==> config.mk <==
export PLATFORM = sky130hd
export DESIGN_NAME = dp_arbiter
export DESIGN_NICKNAME = d
export VERILOG_FILES = /design/src/rtl/dp_pkg.sv /design/src/rtl/rr_select.sv /design/src/rtl/dp_arbiter.sv
export SDC_FILE = /design/constraint.sdc
export NUM_CORES = 1
export LEC_CHECK = 0
export CAP_MARGIN = 15
export CORE_ASPECT_RATIO = 0.6
export CORE_MARGIN = 4
export CORE_UTILIZATION = 40
export CTS_CLUSTER_DIAMETER = 30
export DETAILED_ROUTE_END_ITERATION = 8
export GPL_ROUTABILITY_DRIVEN = 0
export PLACE_DENSITY = 0.95
export SYNTH_ARGS = -nofsm -noshare
export SYNTH_HDL_FRONTEND = slang
export SYNTH_SLANG_ARGS = --single-unit
==> constraint.sdc <==
create_clock -name clk -period 2.6 [get_ports clk]
set_clock_uncertainty 0.15 [all_clocks]
set_input_delay 0.52 -clock clk [delete_from_list [all_inputs] [get_ports clk]]
set_output_delay 0.52 -clock clk [all_outputs]
set_load 0.02 [all_outputs]
==> src/rtl/dp_pkg.sv <==
// Shared definitions for the datapath arbiter: datapath width, id-width helper, in-flight tag.
package dp_pkg;

  localparam int DP_WIDTH = 32;
  localparam int TAG_ID_W = 3;

  function automatic int clog2(input int n);
    return (n > 1) ? $clog2(n) : 1;
  endfunction

  typedef struct packed {
    logic                valid;
    logic [TAG_ID_W-1:0] id;
  } tag_t;

endpackage

==> src/rtl/rr_select.sv <==
// Combinational round-robin picker: first set request at or after i_ptr, wrapping; zero latency.
// Pure combinational, no backpressure of its own; o_grant is one-hot or zero.
module rr_select #(
  parameter int N  = 2,
  parameter int PW = 1
) (
  input  logic [N-1:0]  i_req,
  input  logic [PW-1:0] i_ptr,
  output logic [N-1:0]  o_grant
);

  logic [PW:0]   w_sum;
  logic [PW-1:0] w_idx;
  logic          w_found;

  always_comb begin
    o_grant = '0;
    w_found = 1'b0;
    w_sum   = '0;
    w_idx   = '0;
    for (int k = 0; k < N; k++) begin
      w_sum = {1'b0, i_ptr} + (PW+1)'(k);
      if (w_sum >= (PW+1)'(N)) w_sum = w_sum - (PW+1)'(N);
      w_idx = w_sum[PW-1:0];
      if (!w_found && i_req[w_idx]) begin
        o_grant[w_idx] = 1'b1;
        w_found        = 1'b1;
      end
    end
  end

endmodule

==> src/rtl/dp_arbiter.sv <==
// Round-robin arbiter sharing one datapath; response appears DP_LATENCY edges after transfer.
// No response backpressure, req_ready is combinational; DP_ARB_STATS_EN adds grant_count.
module dp_arbiter
  import dp_pkg::*;
#(
  parameter int NUM_REQ    = 2,
  parameter int WIDTH      = DP_WIDTH,
  parameter int DP_LATENCY = 1
) (
  input  logic                     clk,
  input  logic                     reset,
  input  logic [NUM_REQ-1:0]       req_valid,
  output logic [NUM_REQ-1:0]       req_ready,
  input  logic [NUM_REQ*WIDTH-1:0] req_a,
  input  logic [NUM_REQ*WIDTH-1:0] req_b,
  output logic [NUM_REQ-1:0]       rsp_valid,
  output logic [WIDTH-1:0]         rsp_data,
  output logic [WIDTH-1:0]         dp_in1,
  output logic [WIDTH-1:0]         dp_in2,
  output logic                     dp_valid,
  input  logic [WIDTH-1:0]         dp_out
`ifdef DP_ARB_STATS_EN
  ,
  output logic [NUM_REQ*16-1:0]    grant_count
`endif
);

  localparam int PW = clog2(NUM_REQ);

  logic [PW-1:0]      r_ptr;
  logic [PW-1:0]      w_gnt_id;
  logic [NUM_REQ-1:0] w_pick;
  logic [NUM_REQ-1:0] w_grant;
  logic               w_xfer;
  logic [NUM_REQ-1:0] r_rsp_valid;
  logic [WIDTH-1:0]   r_rsp_data;
  logic [WIDTH-1:0]   r_dp_in1;
  logic [WIDTH-1:0]   r_dp_in2;
  logic               r_dp_valid;
  tag_t               r_tag [DP_LATENCY];
  tag_t               w_last;

  rr_select #(.N(NUM_REQ), .PW(PW)) u_rr (
    .i_req   (req_valid),
    .i_ptr   (r_ptr),
    .o_grant (w_pick)
  );

  // Grants are suppressed during reset so nothing can be issued into a clearing pipe.
  assign w_grant = reset ? '0 : w_pick;
  assign w_xfer  = |w_grant;
  assign w_last  = r_tag[DP_LATENCY-1];

  always_comb begin
    w_gnt_id = '0;
    for (int i = 0; i < NUM_REQ; i++) begin
      if (w_grant[i]) w_gnt_id = PW'(i);
    end
  end

  always_ff @(posedge clk) begin
    if (reset) begin
      r_ptr       <= '0;
      r_dp_in1    <= '0;
      r_dp_in2    <= '0;
      r_dp_valid  <= 1'b0;
      r_rsp_valid <= '0;
      r_rsp_data  <= '0;
      for (int k = 0; k < DP_LATENCY; k++) r_tag[k] <= '0;
    end else begin
      r_dp_valid <= w_xfer;
      if (w_xfer) begin
        r_dp_in1 <= req_a[w_gnt_id*WIDTH +: WIDTH];
        r_dp_in2 <= req_b[w_gnt_id*WIDTH +: WIDTH];
        r_ptr    <= (w_gnt_id == PW'(NUM_REQ-1)) ? '0 : w_gnt_id + PW'(1);
      end
      r_tag[0] <= tag_t'{valid: w_xfer, id: TAG_ID_W'(w_gnt_id)};
      for (int k = 1; k < DP_LATENCY; k++) r_tag[k] <= r_tag[k-1];
      r_rsp_valid <= w_last.valid ? (NUM_REQ'(1) << w_last.id) : '0;
      if (w_last.valid) r_rsp_data <= dp_out;
    end
  end

  assign req_ready = w_grant;
  assign rsp_valid = r_rsp_valid;
  assign rsp_data  = r_rsp_data;
  assign dp_in1    = r_dp_in1;
  assign dp_in2    = r_dp_in2;
  assign dp_valid  = r_dp_valid;

`ifdef DP_ARB_STATS_EN
  for (genvar i = 0; i < NUM_REQ; i++) begin : g_cnt
    logic [15:0] r_cnt;
    always_ff @(posedge clk) begin
      if (reset)                              r_cnt <= '0;
      else if (w_grant[i] && r_cnt != 16'hFFFF) r_cnt <= r_cnt + 16'd1;
    end
    assign grant_count[i*16 +: 16] = r_cnt;
  end
`endif

endmodule
Yosys cells after proc, flatten, opt, wreduce, memory -nomap -nowiden
Memories as Yosys holds them, arrays and structs flattened. Cells that the tools add are included. Widths: inputs -> output; s select.

Flip-flop bits (word level): 100. Input port bits: 164. Bits in writable memories: 2. Memories: 1. Output and inout port bits: 101. Logic and storage cells: 50.

Memory list: r_tag (depth 1, width 2, rd ports 1, clocked after memory_dff 0, wr ports 1, line dp_arbiter.sv:40) `tag_t r_tag [DP_LATENCY];`.

Reductions and logical operators: 7. Bitwise gates (word level): 2. $add $sub $neg: 4. Shifts and indexed selects: 3. Order comparisons: 6. Mux-type cells: 21.

Operators with widths (number): $shiftx 64x7->32 (2); $mux 1 (15); $mux 2 (4); $reduce_or 2->1 (3); $lt 1x2->1 const B (2); $logic_and 1x1->1 (3); $shl 1x3->2 const A (1); $add 1x1->2 const B (1); $demux 1 s1 (2); $ge 1x1->1 const B (2); $ge 1x2->1 const B (1); $ge 2x2->1 const B (1); $or 2x2->2 (1); $sub 1x1->1 const B (2); $add 1x1->1 const B (1); $logic_not 1->1 (1); $not 1->1 (1).

Depth between registers and ports, before layout
Gate-level depths: netlist of run 1.

Word-level depth: 13. Mapped depth: 6. Gate-level depth less buffers: 3.

Hierarchy
Synthesis of run 1 repeated with hierarchy kept, for this count alone.

Cell total of the unflattened synthesis: 408. Area, all modules: 4287.9 µm².

Modules (own cells, without submodules): dp_arbiter (times used 1, cells an instance 405, sequential area each 2021.9 µm², area an instance 4269.1 µm²); rr_select (times used 1, cells an instance 3, sequential area each 0.0 µm², area an instance 18.8 µm²).

Worst setup path after synthesis of run 1
Ideal clock, no wire load.

Kind: input to output. From: input reset. To: output req_ready[1]. Arrival time: 1408 ps. Cell stages on the path: 5. Slack: 522 ps. Required time: 1930 ps. Buffers on the path: 3. Path through: clkbuf_1 inv_1 o211a_1 clkbuf_1 buf_4.

Word-level cells in the longest chain between the ends: 1.

Ends and longest elaborated chain: start, declared (line dp_arbiter.sv:11) `input logic reset,`; $mux 2 (line dp_arbiter.sv:50) `assign w_grant = reset ? '0 : w_pick;`; end, declared (line dp_arbiter.sv:13) `output logic [NUM_REQ-1:0] req_ready,`.

No other way between the ends.

Worst setup path after layout of run 1
From: input req_valid[0]. To: output req_ready[1].

Word-level cells in the longest chain between the ends: 7. Elaborated cells on any way between the ends: 11. Classes of those cells: 8 x mux; 1 x bitwise; 2 x reduce/logical.

Ends and longest elaborated chain: start, declared (line dp_arbiter.sv:12) `input logic [NUM_REQ-1:0] req_valid,`; $mux 1 (not written as such) (2 in series) (line rr_select.sv:25) `if (!w_found && i_req[w_idx]) begin`; $mux 1 (line rr_select.sv:25); $logic_not 1->1 (line rr_select.sv:25); $logic_and 1x1->1 (line rr_select.sv:25); $mux 2 * (line rr_select.sv:25); $mux 2 * (line dp_arbiter.sv:50).

Every way passes the cells marked *; elsewhere a longest branch is shown, timed or not. The select of a mux whose other input is x is not followed.

==> metrics.csv, run 1 <==
stage,metric,value,unit
setup_path,worst setup path start,req_valid[0],
pwr,total power,4050,uW
global_route,Global Route Usage Sum,23.6,%
logic_synthesis,distinct cell type count after synthesis,19,
logic_synthesis,Synthesized Nets,583,
clocking,Sink Count,101,
die,DIE AREA,12300,sq um
place,DP HPWL,11.1,mm
route,ANT nets after route,0,
route,drt first pass iters,4,
logic_synthesis,asr flop ratio synth,0,%
route,routed via count,4474,
sta,Min Hold Slack,290,ps
run_status,status,"complete, no violations",
setup_path,Worst Path Arrival,1860,ps
sta,Final min period,2530,ps
clocking,hold_buf cts,0,
clocking,H-tree depth reported by CTS,3,
logic_synthesis,Post-Synthesis Cells,419,
sta,final period utilization,97.5,%
clocking,clk slew on worst S/H paths,70,ps
logic_synthesis,"Top FF cell, synth",dfxtp_1,
clocking,cts bufs inserted,9,
clocking,postcts setup bufs,0,
global_route,antenna violations before repair,0,
clocking,clock buffer depth,2,
cells_and_area,Non-Filler Instances,794,
sta,RSZ-0062 raised after global routing,no,
die,Die Wd,141,um
setup_path,"most used cell, CP",clkdlybuf4s50_1,
global_route,total gr overflow,0,
die,core area,10100,sq um
sta,Max-slew headroom,51.3,%
cells_and_area,Final nets,818,
logic_synthesis,Mapped Avg Cell Area,10.1,sq um
setup_path,worst path required time,1930,ps
clocking,Clk Tree Root Cell,clkbuf_16,
logic_synthesis,leading area contributor after synthesis,dfxtp_1,
place,port bufs,264,
min_path,Min-Delay Startpoint,r_tag[0][0],
logic_synthesis,Synth Cell Area,4230,sq um
route,Avg WL per Cell,19.4,um
global_route,pin count of the biggest net entering global routing,67,
die,Chip Height,87.7,um
clocking,CTS tree,yes,
clocking,clk_lat worst skew,340,ps
setup_path,crit path max fanout,3,
cells_and_area,Final Util,71.2,%
logic_synthesis,"FF+latch count, synth",101,
flow_run,Max Cap Viol,0,
setup_path,Crit Path Class,in -> out,
route,Post-Route WL,15.4,mm
min_path,Hold Path Class,reg -> reg,
setup_path,CP max stage delay,540,ps
logic_synthesis,number of enable flip-flop cells after synthesis,0,
logic_synthesis,Synth area leaders,"dfxtp_1 48%, a221o_1 15%, a2111oi_0 13%",
setup_path,"Slowest-stage cell, CP",clkdlybuf4s50_1,
die,Starting Density,41.9,%
die,Rows,28,
logic_synthesis,"count leader, synth",dfxtp_1,
setup_path,Startpoint Class,input port,
route,DRC viols,0,
pwr,Worst IR Drop VDD,0.436,mV
cells_and_area,Area growth syn-to-layout,69.8,%
setup_path,"Cell Chain, Critical Path",clkdlybuf4s50_1 > inv_2 > o211a_2 > clkdlybuf4s50_1,
sta,Slew @ Worst Pin,731,ps
place,Post-Place Cells,778,
sta,pins over their slew limit,0,
cells_and_area,Diodes inserted,0,
pwr,Leak Pwr,0.00288,uW
logic_synthesis,Synth top cells by count,"101 x dfxtp_1, 65 x inv_1, 64 x a2111oi_0, 64 x a221o_1, 34 x nor2_1",
logic_synthesis,sequential area share after synthesis,47.8,%
global_route,vias in the first global route,4439,
clocking,post-CTS resize count,0,
logic_synthesis,Synthesis Warnings,0,
route,via density per instance,5.63,
logic_synthesis,Synth top area share,47.8,%
die,I/O pin count,265,
setup_path,CP endpoint kind,output pin,
sta,# setup viols final,0,
setup_path,r2r startpoint,r_ptr,
sta,Setup TNS Final,0,ps
global_route,first-pass GRT wire length,23.2,mm
route,iteration-0 DRC count of the detailed router,265,
sta,f_max,395,MHz
cells_and_area,fraction of layout cells with a size suffix above 1,5.01,%
sta,"Hold Violations, Final",0,
pwr,pwr dens,564,nW/um^2
## final timing paths
check / slack [ps] / endpoint / cells past startpoint
worst max-delay path: 70 / req_ready[1] / 4
worst min-delay path: 290 / rsp_valid[0] / 1
worst max register to register: 860 / dp_in2[13] / 3
worst min register to register: 290 / rsp_valid[0] / 1
## kinds of logic (layout without fill, tap and decap cells)
group | count (synthesis) | in the layout | synth area share, %
flops | 101 | 101 | 47.8
compound gates | 132 | 132 | 29.2
simple gates | 38 | 38 | 3.73
mux | 32 | 32 | 7.57
buf+inv | 116 | 356 | 11.7
## power breakdown
| group | leakage, uW | internal [uW] | switching (uW) | total (uW) |
|---|---|---|---|---|
| combinational | 0.00189 | 521 | 423 | 945 |
| sequential | 0.000836 | 1660 | 67.2 | 1730 |
| clock | 0.000148 | 761 | 615 | 1380 |
## metrics by stage
step                      worst slack [ps]  cell area (sq um)
after floorplan                        522               4230
after global placement                67.7               6880
after detailed placement              74.1               6880
after CTS                             65.1               7180
after global routing                  33.8               7180
final                                 66.0               7180
## flip-flops by register name (all words and copies together) (netlist names)
name       count
dp_in2        32
rsp_data      32
dp_in1        32
rsp_valid      2
r_tag          1
r_ptr          1
dp_valid       1
## final cells by class
type,instances,area [sq um]
Clock buffer,9,225
Inverter,66,248
Clock inverter,7,80.1
Multi-Input combinational cell,202,1720
Timing Repair Buffer,274,2720
Tap cell,135,169
Sequential cell,101,2020
Fill cell,697,2910
## cell usage in the layout, fill, tap and decap left out
cell and n:
o21a_1 1, inv_2 1, nor3_4 1, o211a_1 1, nor3b_1 1, clkdlybuf4s50_1 262, bufinv_16 1, and3_1 1
clkinv_4 1, buf_2 2, a2111oi_0 64, inv_8 1, clkinv_2 1, nor2_1 34, clkinvlp_4 1, dfxtp_1 99
inv_6 2, mux2i_1 32, and2_1 1, a21oi_1 1, clkbuf_16 9, inv_1 65, a221o_1 64, buf_4 9
o211a_2 1, buf_12 1, dfxtp_2 2
## worst max-delay path, delay by kind of cell
family          cells  cell delay, ps
buf+inv             3            1100
compound gates      1             240
## routing by layer
metal	GRT usage (%)	part of all wire, %	up-vias
li1	-	-	2055
met1	27.4	38	2162
met2	42.0	50	230
met3	8.18	9.4	27
met4	6.86	2.1	0
met5	0	0	-
(Power assumes the default switching activity.)
==> run 2: changes to the inputs <==
- PLACE_DENSITY: 0.95 -> 0.86
==> run 2 against run 1 <==
Routed wire length grew 3.3%. Design area shrank 0.63%. Fmax shrank 0.35%. First-iteration DRC count grew 5.7%. Largest cell class unchanged.
==> metrics.csv, run 2 (same netlist as run 1, synthesis figures left out) <==
stage,metric,value,unit
sta,Slew @ Worst Pin,765,ps
pwr,Net Switching,1080,uW
pwr,pwr dens,548,nW/um^2
cells_and_area,most frequent cells in the layout,"262 x clkdlybuf4s50_1, 99 x dfxtp_1, 65 x inv_1",
die,DIE AREA,12300,sq um
sta,pins over their slew limit,0,
pwr,Logic pwr share,24.1,%
die,I/O pin count,265,
cells_and_area,Final nets,817,
clocking,H-tree depth reported by CTS,3,
setup_path,crit path max fanout,3,
flow_run,Max Cap Viol,0,
sta,Max-slew headroom,49.0,%
pwr,Worst IR Drop VDD,0.314,mV
die,Starting Density,41.9,%
route,DRC viols,0,
place,Post-Place Cells,777,
route,via density per instance,5.66,
clocking,hold_buf cts,0,
sta,final period utilization,97.8,%
sta,Final min period,2540,ps
clocking,CTS tree,yes,
clocking,clk slew on worst S/H paths,70,ps
run_status,status,"complete, no violations",
global_route,vias in the first global route,4561,
global_route,met3 global-route usage,7.86,%
pwr,P_int,2840,uW
pwr,Clock Power Share,31.6,%
global_route,first-pass GRT wire length,24.4,mm
die,core area,10100,sq um
global_route,Global Route Usage Sum,24.6,%
sta,RSZ-0062 raised after global routing,no,
setup_path,worst path required time,1930,ps
die,Rows,28,
cells_and_area,"most common cell after layout, fill and taps aside",clkdlybuf4s50_1,
cells_and_area,Area growth syn-to-layout,68.8,%
cells_and_area,Reg area,2020,sq um
route,Avg WL per Cell,20.1,um
place,port bufs,264,
clocking,clock buffer depth,2,
place,DP HPWL,11.1,mm
clocking,postcts setup bufs,0,
sta,Setup TNS Final,0,ps
global_route,grt peak-use layer,met2,
cells_and_area,# fillers,749,
setup_path,"most used cell, CP",clkdlybuf4s50_1,
clocking,Sink Count,101,
route,ANT nets after route,0,
clocking,Clk Tree Root Cell,clkbuf_16,
setup_path,Crit Path Class,in -> out,
sta,"Hold Violations, Final",0,
die,Chip Height,87.7,um
route,Post-Route WL,15.9,mm
place,Setup WS pre-CTS,67.9,ps
cells_and_area,fraction of layout cells with a size suffix above 1,4.56,%
cells_and_area,Diodes inserted,0,
sta,Min Hold Slack,297,ps
setup_path,CP max stage delay,540,ps
route,routed via count,4485,
pwr,Sw Share,27.5,%
pwr,sequential share of power,44.2,%
setup_path,CP endpoint kind,output pin,
route,drt first pass iters,4,
global_route,antenna violations before repair,0,
global_route,total gr overflow,0,
cells_and_area,Non-Filler Instances,793,
global_route,GR Layer Usage met2,43.4,%
setup_path,Startpoint Class,input port,
clocking,post-CTS resize count,0,
clocking,clk_lat worst skew,340,ps
sta,f_max,393,MHz
global_route,met1 Use GR,29.3,%
setup_path,"Cell Chain, Critical Path",clkdlybuf4s50_1 > inv_2 > o211a_2 > clkdlybuf4s50_1,
sta,final setup margin,57.0,ps
cells_and_area,area of the multi-input gates,1720,sq um
route,iteration-0 DRC count of the detailed router,280,
cells_and_area,Final Util,70.8,%
global_route,pin count of the biggest net entering global routing,81,
clocking,cts bufs inserted,9,
pwr,Leak Pwr,0.00285,uW
setup_path,Worst Path Arrival,1870,ps
sta,# setup viols final,0,
min_path,Hold Path Class,reg -> reg,
setup_path,"Slowest-stage cell, CP",clkdlybuf4s50_1,
die,Die Wd,141,um
## run 2: cell count changes in the layout (fill, tap and decap cells not counted)
cell / change
inv_6: -1
clkbuf_1: +2
buf_4: -1
inv_8: -1
clkinv_2: +1
bufinv_16: -1
## run 2: final timing paths
| check | from | to | slack [ps] | cells past startpoint |
|---|---|---|---|---|
| min reg2reg | r_tag[0][0] | rsp_valid[0] | 300 | 1 |
| max reg2reg | r_ptr | dp_in1[18] | 860 | 3 |
| max | req_valid[0] | req_ready[1] | 60 | 4 |
| min | r_tag[0][0] | rsp_valid[0] | 300 | 1 |
## run 2: per-stage QoR
step                      area (sq um)  total power (uW)
after global placement            6870              2680
after CTS                         7140              3940
final                             7140              3910
after floorplan                   4230              2160
after detailed placement          6870              2710
after global routing              7140              4070
## run 2: power groups by stage
stage               logic (uW)  registers, uW  clock network [uW]
global route              1000           1740                1330
global placement           925           1760                   0
floorplan                  262           1890                   0
CTS                        949           1730                1270
detailed placement         945           1760                   0
finish                     945           1730                1240
## run 2: cell type report
cell class / count / area share [%]
Clock buffer: 11 / 3.26
Multi-Input combinational cell: 202 / 24.1
Clock inverter: 5 / 0.491
Tap cell: 135 / 2.37
Sequential cell: 101 / 28.4
Timing Repair Buffer: 273 / 38.0
Inverter: 66 / 3.47
## run 2: worst max-delay path: cells and delay by family
family | cells | cell delay (ps)
AOI/OAI and AO/OA | 1 | 240
buffers and inverters | 3 | 1110
## run 2: routing by layer
layer,vias up,routed length (um)
met5,-,0
met4,0,274
met3,20,1550
met2,240,7990
met1,2170,6100
li1,2055,-
==> patch 1, RTL diff (flow settings as in run 2) <==
Build with the macro `DP_ARB_STATS_EN` defined.
--- a/src/rtl/dp_arbiter.sv
+++ b/src/rtl/dp_arbiter.sv
@@ -1,4 +1,6 @@
 // Round-robin arbiter sharing one datapath; response appears DP_LATENCY edges after transfer.
 // No response backpressure, req_ready is combinational; DP_ARB_STATS_EN adds grant_count.
+`define DP_ARB_STATS_EN
+
 module dp_arbiter
   import dp_pkg::*;
Behaviour (old outputs only; new: grant_count): unchanged (equiv_simple and equiv_induct, registers matched by name and starting in step).
==> patch 1 against run 2 <==
Setup slack better by 33 ps. Design area rose by 32%. Wire length is 22% higher. Synthesized area up 34%. Sequential power increased by 28%. Combinational power up 7%. Sequential cell count rose by 32. Total power grew 43%. Final cell count rose by 46%. Count of clock-buffer cells in the layout rose by 6. Sequential share of layout area fell by 0.15 points. Synthesized cell count is 59% higher. Die area rose by 31%. Critical path type unchanged. Largest power group is now clock.
==> patch 1: results (changes against run 2) <==
- DP Area: 8870 µm² (+29%)
- Mux contribution to synthesized area: 7.375% (-0.20 points)
- Synth cell count leaders: nand2_1, dfxtp_1, nor2_1
- Post-DP HPWL: 14300 µm (+28%)
- Worst setup path class: input pin to primary output
- Logic power comb: 1.01 mW (+7%)
- H-tree depth: 4 (+1)
- Pre-CTS WS: -218.0 ps (-286.0 ps)
- Largest net degree at the start of global routing: 65 (-20%)
- Adder-cell share of the synthesized area: 0.4416% (+0.44 points)
- Worst Reg-to-Reg Cells: 6 (+3)
- Max FO, Critical Path: 2 (-1)
- XOR/XNOR Fraction of Synth Area: 0% (unchanged)
- Final Net Count: 1120 (+37%)
- Compound-cell area share of the yosys netlist: 16.01% (-13 points)
- Vias per std cell: 5.196 (-8.1%)
- Port bufs: 296 (+12%)
- Share of the synthesized area in the top cell type: 46.99% (-0.81 points)
- Gr usage total: 22.86% (-1.8 points)
- Mean Syn Cell Area: 8.483 µm² (-16%)
- CP peak stage delay: 510 ps (-30 ps)
- P_int: 4.062 mW (+43%)
- Status: completed
- Vias in the first global route: 5690 (+25%)
- Syn nets: 834 (+43%)
- Average wire per standard cell: 16.75 µm (-17%)
- Leakage: 3.567 nW (+25%)
- RR Endpoint: g_cnt[1].r_cnt[11]
- Peak supply drop: 0.0004641 V (+48%)
- Vias post-DR: 6022 (+34%)
- Final Cycle Share: 96.53% (-1.3 points)
- Post-cts resize count: 2 (+2)
- Tot Pwr: 5.603 mW (+43%)
- Worst reg2reg setup slack: 470 ps (-390 ps)
- Clock power share: 42.4% (+11 points)
- Data arrival time of the critical path: 1840 ps (-30 ps)
- DRT iter0 DRCs: 391 (+40%)
- Slew margin rel.: 53.29% (+4.3 points)
- TritonRoute pass-1 iters: 5 (+1)
- WHS: 258.9 ps (-38.04 ps)
- Worst setup path start: req_valid[1]
- Share of layout cells above drive strength 1: 7.239% (+2.7 points)
- Seq/Total Area, Yosys: 46.99% (-0.81 points)
patch 1: cell count changes after synthesis, moves of 13 or more:
cell,run 2,this run
a2111oi_0,64,0
a21oi_1,1,15
a221o_1,64,0
nand3_1,0,13
nand2_1,0,144
nor2_1,34,104
inv_1,65,9
a311oi_1,0,65
dfxtp_1,101,133
patch 1: cell type report:
cell class                      count  area (µm²)
Fill cell                        1094        4304
Timing Repair Buffer              322        3187
Multi-Input combinational cell    470        2735
Sequential cell                   133        2664
Clock buffer                       17       425.4
Tap cell                          192       240.2
Clock inverter                     15       156.4
Inverter                           10       37.54
patch 1: routing by layer:
| metal | share of wire (%) | vias to the layer above | GRT usage (%) |
|---|---|---|---|
| li1 | - | 2979 | - |
| met1 | 42 | 2783 | 28.17 |
| met2 | 47 | 242 | 37.57 |
| met3 | 9.7 | 18 | 9.356 |
| met4 | 1.4 | 0 | 5.978 |
| met5 | 0 | - | 0 |
==> patch 2, RTL diff (flow settings as in run 2) <==
Made on the original files. Set the parameter `NUM_REQ` to 4 (it was 2).
--- a/src/rtl/dp_arbiter.sv
+++ b/src/rtl/dp_arbiter.sv
@@ -4,5 +4,5 @@
   import dp_pkg::*;
 #(
-  parameter int NUM_REQ    = 2,
+  parameter int NUM_REQ    = 4,
   parameter int WIDTH      = DP_WIDTH,
   parameter int DP_LATENCY = 1
Interface: changed (5 resized); port bits go from 265 to 399. No check against the original RTL was run, so the function may have changed too.
==> patch 2 against run 2 <==
The run now ends with setup timing left. Design area rose by 70%. Wire length rose by 95%. Sequential cell count rose by 4. Setup slack got worse by 370 ps. Global-route usage rose by 6.1 points. Via count rose by 68%. Die area rose by 42%. Total power rose to 3.4 times the old value. Synthesized area rose by 45%.
==> patch 2: results (changes against run 2) <==
- Sw Share: 43.51% (+16 points)
- Hold Crit Start: reset
- First-pass GRT wire length: 42740 µm (+75%)
- Synth cell count leaders: dfxtp_1, mux2i_1, a21oi_1
- Least-Margin Pin Slew: 754.8 ps (-10.12 ps)
- Post-synthesis async set-or-reset flop share: 0% (unchanged)
- N_diodes: 0 (unchanged)
- Largest net degree at the start of global routing: 60 (-26%)
- Final setup vio count: 70 (+70)
- Cts bufs inserted: 9 (unchanged)
- # fillers: 857 (+14%)
- Placed insts: 1229 (+58%)
- TritonRoute pass-1 iters: 5 (+1)
- Worst Hold Depth: 2 (+1)
- Syn Inst Count: 629 (+50%)
- Final cell count without fillers: 1286 (+62%)
- Post-DP HPWL: 21490 µm (+93%)
- Drt total wl: 31080 µm (+95%)
- Leakage: 4.949 nW (+73%)
- Clk buf depth: 2 (unchanged)
- Vias per std cell: 5.855 (+3.5%)
- Data arrival time of the critical path: 3030 ps (+1160 ps)
- Clock transition at path regs: 80 ps
- WHS: 289.0 ps (-7.843 ps)
- Failing checks: setup timing
- Pre-CTS WS: -934.4 ps (-1002 ps)
- Worst Reg-to-Reg Cells: 14 (+11)
- Final setup TNS: -16690 ps (-16690 ps)
- Gr usage total: 30.69% (+6.1 points)
- Critical R2R Launch: r_ptr[0]
- Ranking of synthesized cells by area: dfxtp_1, mux2i_1, a221oi_2
- Share of layout cells above drive strength 1: 22.89% (+18 points)
- DP Area: 10910 µm² (+59%)
- CTS root buf: clkbuf_16
- Max FO, Critical Path: 7 (+4)
- Post-synthesis cell type count: 57 (+38)
- Port bufs: 398 (+51%)
- Fin worst setup slack: -311.6 ps (-368.7 ps)
- Type of the worst min-delay path: input pin to flop
- Skew-Pair Late Insertion Delay: 350 ps
- Final Net Count: 1385 (+70%)
- Status: finished, violations left
- Peak supply drop: 0.0006634 V (+110%)
- RR Endpoint: dp_in2[4]
- Vias in the first global route: 7420 (+63%)
- Initial antenna violation count: 1 (+1)
- Syn nets: 931 (+60%)
- Ys Warns: 0 (unchanged)
- DRT iter0 DRCs: 582 (+110%)
- Initial core utilization: 41.69% (-0.24 points)
- Hold Path Sink: dp_in1[0]
- H-tree depth: 3 (unchanged)
- Seq/Total Area, Yosys: 34.16% (-14 points)
## patch 2: cell types whose count changed after synthesis, sizes merged, moves of 51 or more
cell,delta
a221o,-63
a21oi,+64
inv,-61
a2111oi,-64
mux2i,+61
nand2,+51
## patch 2: layout make-up
| type | instances | area [µm²] | area share, % |
|---|---|---|---|
| repair buffers | 512 | 5406 | 44.55 |
| multi-input cells | 448 | 4008 | 33.02 |
| flip-flops and latches | 105 | 2108 | 17.37 |
| well taps | 198 | 247.7 | 2.041 |
| clock buffers | 9 | 225.2 | 1.856 |
| clock inverters | 7 | 93.84 | 0.7733 |
| inverters | 7 | 46.29 | 0.3815 |
## patch 2: power by group through the flow
stage               clock network [mW]  logic, mW  registers [mW]
finish                            1.46       9.23            2.66
floorplan                            0       3.59            3.39
detailed placement                   0       7.69            2.65
global placement                     0       7.54            2.63
global route                      1.53       9.64            2.73
CTS                               1.47       8.21            2.64
## patch 2: kinds of logic after synthesis
kind of cell	Yosys count	synth area share [%]
multiplexers	96	16.23
AND/OR/NAND/NOR	114	8.703
flip-flops	105	34.16
buffers and inverters	76	6.283
AO/OA/AOI/OAI	230	33.00
adder cells (fa/ha/maj)	8	1.627
## patch 2: worst max-delay path, stage by stage, from the launching register on
cell	delay (ps)
dfxtp_4	390
inv_6	40
ha_4	300
mux4_2	390
buf_4	180
a21o_1	160
o21ai_2	90
a31oi_4	130
a21oi_4	190
buf_6	170
buf_6	120
inv_8	50
clkbuf_16	170
buf_4	140
a211oi_2	160
## patch 2: per-layer routing
| metal | vias up | track usage (%) | routed length [µm] |
|---|---|---|---|
| met2 | 374 | 54.58 | 15780 |
| met5 | - | 0 | 12 |
| met4 | 2 | 11.00 | 1059 |
| met3 | 72 | 8.811 | 2547 |
| met1 | 3690 | 35.06 | 11680 |
| li1 | 3392 | - | - |
## patch 2: what timing repair did
item                                    CTS  global route
pin swaps                                13            24
endpoints found under the setup margin   73            72
gates cloned                              3            13
gates resized for setup                  61            58
hold buffers                              0             0
setup buffers                            14            12
## patch 2: worst max-delay path by stage
stage	endpoint	slack (ps)	depth (start not counted)	startpoint
6_report	dp_in2[4]	-310	14	r_ptr[0]
5_1_grt	dp_in2[4]	-380	14	r_ptr[0]
4_1_cts	req_ready[2]	-270	7	r_ptr[0]
3_5_place_dp	req_ready[0]	-930	7	req_valid[0]
3_3_place_gp	req_ready[0]	-950	8	req_valid[2]
2_1_floorplan	dp_in2[25]	-260	14	r_ptr[0]
